===== src/rtl/sha3_result_collector.sv =====
// Result collector behind the SHA3 nonce scanner: buffers {nonce, hash word}
// per found pulse and drains each entry as three 32-bit valid/ready beats.
module sha3_result_collector #(
  parameter int unsigned DEPTH     = 4,
  parameter int unsigned HASH_WORD = 0,
  parameter int unsigned DROP_W    = 8
) (
  input  logic                     clk,
  input  logic                     rstn,
  input  logic                     found,
  input  logic [24:0][63:0]        hash,
  input  logic [31:0]              nonce,
  input  logic                     flush,
  input  logic                     clear,
  output logic                     ovalid,
  output logic [31:0]              odata,
  output logic                     olast,
  input  logic                     oready,
  output logic [$clog2(DEPTH):0]   ocount,
  output logic [DROP_W-1:0]        odropped,
  output logic                     ooverflow
);

  localparam int unsigned AW = $clog2(DEPTH);
  localparam int unsigned CW = AW + 1;
  localparam int unsigned EW = 96;
  localparam logic [4:0]  HW = 5'(HASH_WORD);
  localparam logic [DROP_W-1:0] DROP_MAX = '1;

  logic [EW-1:0]     mem [DEPTH];
  logic [AW-1:0]     rptr;
  logic [AW-1:0]     wptr;
  logic [AW-1:0]     waddr;
  logic [1:0]        beat;
  logic [CW-1:0]     count;
  logic [DROP_W-1:0] drops;
  logic              ovf;
  logic [EW-1:0]     entry;
  logic [EW-1:0]     head;
  logic              xfer;
  logic              pop;
  logic              full;
  logic              push;
  logic              drop;

  // A full FIFO still accepts a push when the head entry leaves in the same cycle;
  // flush empties the FIFO first, so a found during flush always lands in slot 0.
  always_comb begin
    xfer  = ovalid && oready;
    pop   = xfer && (beat == 2'd2);
    full  = (count == CW'(DEPTH));
    push  = found && (flush || !full || pop);
    drop  = found && !flush && full && !pop;
    entry = {nonce, hash[HW]};
    waddr = flush ? '0 : wptr;
    head  = mem[rptr];
  end

  always_ff @(posedge clk or negedge rstn) begin
    if (!rstn) begin
      rptr  <= '0;
      wptr  <= '0;
      beat  <= 2'd0;
      count <= '0;
    end else if (flush) begin
      rptr  <= '0;
      wptr  <= push ? AW'(1) : '0;
      beat  <= 2'd0;
      count <= CW'(push);
    end else begin
      if (xfer) beat <= pop ? 2'd0 : beat + 2'd1;
      if (pop)  rptr <= rptr + AW'(1);
      if (push) wptr <= wptr + AW'(1);
      count <= count + CW'(push) - CW'(pop);
    end
  end

  // Entry storage needs no reset: it is only read while count is nonzero.
  always_ff @(posedge clk) begin
    if (push) mem[waddr] <= entry;
  end

  // A drop in the same cycle as clear leaves a count of one.
  always_ff @(posedge clk or negedge rstn) begin
    if (!rstn) begin
      drops <= '0;
      ovf   <= 1'b0;
    end else if (drop) begin
      drops <= clear ? DROP_W'(1) : ((drops == DROP_MAX) ? drops : drops + DROP_W'(1));
      ovf   <= 1'b1;
    end else if (clear) begin
      drops <= '0;
      ovf   <= 1'b0;
    end
  end

  // Beat decode straight from registered state; no input reaches the outputs.
  always_comb begin
    odata = '0;
    olast = 1'b0;
    if (count != '0) begin
      case (beat)
        2'd0:    odata = head[95:64];
        2'd1:    odata = head[31:0];
        2'd2: begin
          odata = head[63:32];
          olast = 1'b1;
        end
        default: odata = '0;
      endcase
    end
  end

  assign ovalid    = (count != '0);
  assign ocount    = count;
  assign odropped  = drops;
  assign ooverflow = ovf;

endmodule


===== config.mk =====
export PLATFORM = sky130hd
export DESIGN_NAME = sha3_result_collector
export DESIGN_NICKNAME = d
export VERILOG_FILES = /design/src/rtl/sha3_result_collector.sv
export SDC_FILE = /design/constraint.sdc
export NUM_CORES = 1
export LEC_CHECK = 0
export BUFFER_PORTS_ARGS = -buffer_cell sky130_fd_sc_hd__clkbuf_2
export CAP_MARGIN = 10
export CORE_AREA = 2 2 662 664
export DETAILED_ROUTE_END_ITERATION = 10
export DIE_AREA = 0 0 664 666
export MAX_ROUTING_LAYER = met4
export SYNTH_ARGS = -nofsm -noshare
export SYNTH_HDL_FRONTEND = slang
export SYNTH_SLANG_ARGS = --single-unit
export TNS_END_PERCENT = 1

===== constraint.sdc =====
create_clock -name clk -period 35 [get_ports clk]
set_input_delay 5.25 -clock clk [delete_from_list [all_inputs] [get_ports clk]]
set_output_delay 5.25 -clock clk [all_outputs]
set_load 0.01 [all_outputs]

# --- Word-level counts from Yosys, hierarchy flattened ---
# Memory sizes are Yosys's and may differ from the RTL's.
# Index checks and enable logic that the tools add are counted.
classes:
  n_addsub: 6
  n_eq_ne: 5
  muxes: 22
  n_reduce_logical: 18
ops:
  columns: ["cell", "count"]
  rows:
  - ["$pmux W32 S3", 1]
  - ["$mux W32", 1]
  - ["$mux W8", 4]
  - ["$mux W2", 8]
  - ["$add A8 B1 Y8 const B", 1]
  - ["$eq A8 B8 Y1 const B", 1]
  - ["$reduce_bool A2 Y1", 4]
  - ["$mux W1", 7]
  - ["$add A2 B1 Y2 const B", 3]
  - ["$logic_and A1 B1 Y1", 6]
  - ["$add A3 B1 Y3", 1]
  - ["$eq A3 B3 Y1 const B", 1]
  - ["$logic_not A1 Y1", 3]
  - ["$mux W3", 1]
  - ["$reduce_bool A3 Y1", 1]
  - ["$sub A3 B1 Y3", 1]
  - ["$eq A2 B1 Y1 const B", 1]
  - ["$eq A2 B2 Y1 const B", 1]
  - ["$logic_not A2 Y1", 1]
  - ["$logic_or A1 B1 Y1", 2]
  - ["$ne A2 B2 Y1 const B", 1]
  - ["$reduce_and A2 Y1", 1]
totals:
  regBits: 18
  ramBits: 384
  in_bits: 1638
  out_inout_bits: 46
  wordCells: 58
  mem_count: 1
mem_list:
  columns: ["name", "words", "width", "read_ports", "rd_clocked_by_memory_dff", "wr", "line_no", "rtl"]
  rows:
  - ["mem", 4, 96, 1, 0, 1, "30", "logic [EW-1:0] mem [DEPTH];"]

# --- Logic depth before layout (Yosys ltp) ---
logic_depth:
  depth_word: 8
  depth_mapped: 9
  mapped_depth_nobuf: 9

# --- Worst setup path before layout ---
# Ideal clock, no wire load.
synth_path:
  path_kind: "input to register"
  start: "in oready"
  end: "mem mem[2][0], enable pin"
  setup_time_ns: 0.820
  arrival_ns: 15.408
  required_time_ns: 34.180
  setup_slack_ns: 18.772
  stages: 3
  n_path_buf: 0
  path_cell_list: "and3b_1 -> o21ai_2 -> nor4b_1"
synth_via:
  elab_chain_len: 6
synth_rtl:
  columns: ["item", "line_no", "rtl"]
  rows:
  - ["start: declaration", "18", "input logic oready,"]
  - ["$logic_and A1 B1 Y1", "49", "xfer = ovalid && oready;"]
  - ["$logic_and A1 B1 Y1", "50", "pop = xfer && (beat == 2'd2);"]
  - ["$logic_or A1 B1 Y1", "52", "push = found && (flush || !full || pop);"]
  - ["$logic_and A1 B1 Y1", "52", null]
  - ["$mux W1", "80", "if (push) mem[waddr] <= entry;"]
  - ["$mux W1 (not written as such)", "80", null]
  - ["end: declaration", "30", null]
# No other way between the ends.

# --- Worst setup path in the final report ---
layout_path:
  start: "reg rptr[0]"
  end: "out odata[25]"
layout_via:
  elab_chain_len: 3
layout_rtl:
  columns: ["item", "line_no", "rtl"]
  rows:
  - ["start: declaration", "31", "logic [AW-1:0] rptr;"]
  - ["start signal: assignment", "72", "if (pop) rptr <= rptr + AW'(1);"]
  - ["$mem_v2 Z4 W96", null, null]
  - ["$pmux W32 S3", "102", "case (beat)"]
  - ["$mux W32", "101", "if (count != '0) begin"]
  - ["end: declaration", "16", "output logic [31:0] odata,"]
# No other way between the ends.

==> summary.md <==
| Metric | Value |
|---|---|
| Status | completed |
| Initial antenna violation count | 15 |
| Worst VDD drop | roughly 0.042 mV |
| Largest net degree at the start of global routing | 56 |
| Achievable Freq | between 100 and 150 MHz |
| Setup crit start kind | flip-flop |
| Worst-Skew Late Latency | 0.61 ns |
| CP max FO | 40 |
| WP data required | between 20 and 30 ns |
| Worst Setup SP | rptr[0]$_DFFE_PN0P_ |
| Synth Net Count | approximately 2300 |
| Wire length per cell | roughly 6.5 µm |
| CTS resizes | 0 |
| DR vias | 7517 |
| Clock sinks | 402 |
| Core area | around 0.44 mm² |
| DR pass1 iterations | 5 |
| Routability Congestion | between 0.6 and 0.7 |
| Initial Util | 0.03551 |
| Min-delay worst type | flip-flop to flip-flop |
| Final worst-path cycle share | 0.2502 |
| Post-CTS setup buffer count | 0 |
| Number of global-route vias before repair | ~8000 |
| WL final | ~43000 µm |
| Clock slew at reported path FFs | around 0.070 ns |
| Max Clock Skew | approximately 0.034 ns |
| Clock buffer depth | 3 |
| CTS Buf Count | 43 |
| Min Tclk post-route | a little under 9 ns |
| Count leader, synth | edfxtp_1 |
| Post-synthesis async set-or-reset flop share | 0.04478 |
| Slew @ Worst Pin | 0.9960 ns |
| Fin util | 0.05694 |
| EDFF count, synth | about 380 |
| Die Wd | approximately 660 µm |
| PD cells | 47.70 mW/mm² |
| # rows | between 200 and 250 |
| H-tree Lvls | 2 |
| Post-synth top cells | edfxtp_1 (384), mux4_2 (95), mux2i_1 (33) |
| Worst setup EP type | output pin |
| Final Power | ~1200 µW |
| Cts hold-fix bufs | 0 |
| Post-Syn Instances | 687 |
| Cell taking the most area after synthesis | edfxtp_1 |
| IO Count | between 1500 and 2000 |
| Area fraction of the dominant cell type after synthesis | 0.7448 |
| Final setup vio count | 0 |
| Pins Over Slew Limit | 0 |
| All-Layer GR Usage | 0.01967 |
| Area Growth Syn to Fin | 60.35% |
| Die H | ~670 µm |
| Reg-to-reg startpoint | beat[0]$_DFFE_PN0P_ |
| #FFs+latches synth | around 400 |
| CTS tree | built |
| Register area share after synthesis | 0.7739 |
| Number of synthesis warnings | 0 |
| Slew headroom | 0.3360 |
| Post-route ant nets | 0 |
| Syn Area/Cell | 22.53 µm² |
| Main area contributors after synthesis | edfxtp_1 (74%), mux4_2 (14%), dfrtp_1 (2.9%), mux2i_1 (2.1%), o2bb2ai_1 (1.8%) |
| HP Start | ooverflow$_DFFE_PN0P_ |
| Max-cap violation count | 0 |
| Layout cells sized above 1 | 0.3800 |
| DR DRC count | 0 |
| # port buffers | between 100 and 150 |
| Final Hold Viols | 0 |
| RSZ-0062 raised after global routing | no |
| Critical Path AT | roughly 3.5 ns |
| Clock Root Buffer | clkbuf_16 |
| Kind of critical path | flip-flop to output pin |
| Final HPWL DP | between 20000 and 30000 µm |
| Total congestion overflow | 0 |
| Distinct cells, synth | between 40 and 50 |
| Final #Nets | 2501 |
| Fin Setup TNS | 0 ns |
| Post-Syn Area | ~0.015 mm² |
| Initial DRC count | about 610 |
| Wire length of the first global-routing pass | 60310 µm |
| Leading register cell type out of synthesis | edfxtp_1 |
| Leakage | 0.005954 µW |
| Vias per cell | 1.129 |
| Die area | approximately 0.44 mm² |
-- flip-flops by register name (all words and copies together), names as in the netlist --
register,cells
mem,384
odropped,8
ocount,3
beat,2
rptr,2
wptr,2
ooverflow,1
-- per-stage QoR --
step	std cells	instance area (µm²)	hold slack (ns)	setup slack [ns]
floorplan	687	15480	0.5489	18.77
global placement	6571	23410	0.5669	26.68
detailed placement	6571	23410	0.5391	26.66
CTS	6649	24810	0.5576	25.98
global route	6656	24820	0.5842	25.91
finish	6656	24820	0.5429	26.24
-- worst paths after layout --
| kind | end | depth (start not counted) | slack [ns] |
|---|---|---|---|
| worst max-delay path | odata[25] | 6 | 26.24 |
| worst min-delay path | ooverflow$_DFFE_PN0P_ | 2 | 0.54 |
| worst max register to register | mem[2][87]$_DFFE_PP_ | 6 | 31.44 |
| worst min register to register | ooverflow$_DFFE_PN0P_ | 2 | 0.54 |
| max in group asynchronous | rptr[0]$_DFFE_PN0P_ | 1 | 30.01 |
| min in group asynchronous | rptr[1]$_DFFE_PN0P_ | 1 | 4.61 |
-- placed cells by master, fill, tap and decap left out, drive strengths merged, types with 3 or more instances in the layout --
cell / instances
o2bb2ai: 31
mux4: 95
inv: 12
dfrtp: 18
nand4: 4
nor2: 13
nor3b: 3
a21oi: 7
edfxtp: 384
o21ai: 6
mux2i: 33
nand3: 4
ha: 3
clkbuf: 193
clkinv: 21
buf: 15
diode: 7
and3: 4
nor3: 7
xnor2: 3
clkinvlp: 3
xor2: 3
bufinv: 3
nand2: 4
-- cells by family after synthesis --
| kind of cell | Yosys count | synth area share |
|---|---|---|
| buf+inv | 42 | 0.01245 |
| simple gates | 51 | 0.01948 |
| mux | 130 | 0.1610 |
| xor+xnor | 6 | 0.003395 |
| compound gates | 52 | 0.02602 |
| flops | 402 | 0.7739 |
| fa+ha+maj | 4 | 0.003718 |
-- power by group --
| group | leakage [µW] | total [µW] | switching [µW] | internal [µW] |
|---|---|---|---|---|
| sequential | 0.00376 | 577 | 11.1 | 566 |
| clock | 0.000683 | 451 | 200 | 252 |
| combinational | 0.00151 | 156 | 102 | 54.2 |
-- critical path, cell delays in order, from the launching register on --
cell and delay [ns]:
dfrtp_4 0.78, buf_4 0.75, mux4_2 0.61, mux2i_2 0.15, buf_4 0.24, o2bb2ai_1 0.10, clkbuf_2 0.19
-- final cells by class --
class / count / area, µm²
diodes: 7 / 17.52
clock buffers: 46 / 1087
clock inverters: 32 / 307.8
fillers: 50980 / 411200
inverters: 7 / 26.28
multi-input cells: 243 / 3343
flip-flops and latches: 402 / 11990
well taps: 5757 / 7203
repair buffers: 162 / 848.3
-- metal layers --
metal	routed length, µm	GRT usage	part of all wire	up-vias
li1	-	-	-	3292
met3	3006	0.006974	0.069	82
met4	1193	0.006330	0.028	0
met2	22010	0.03353	0.51	200
met1	17070	0.02127	0.39	3943
met5	0	-	0	-
No activity file was read; power rests on OpenSTA's default activity.
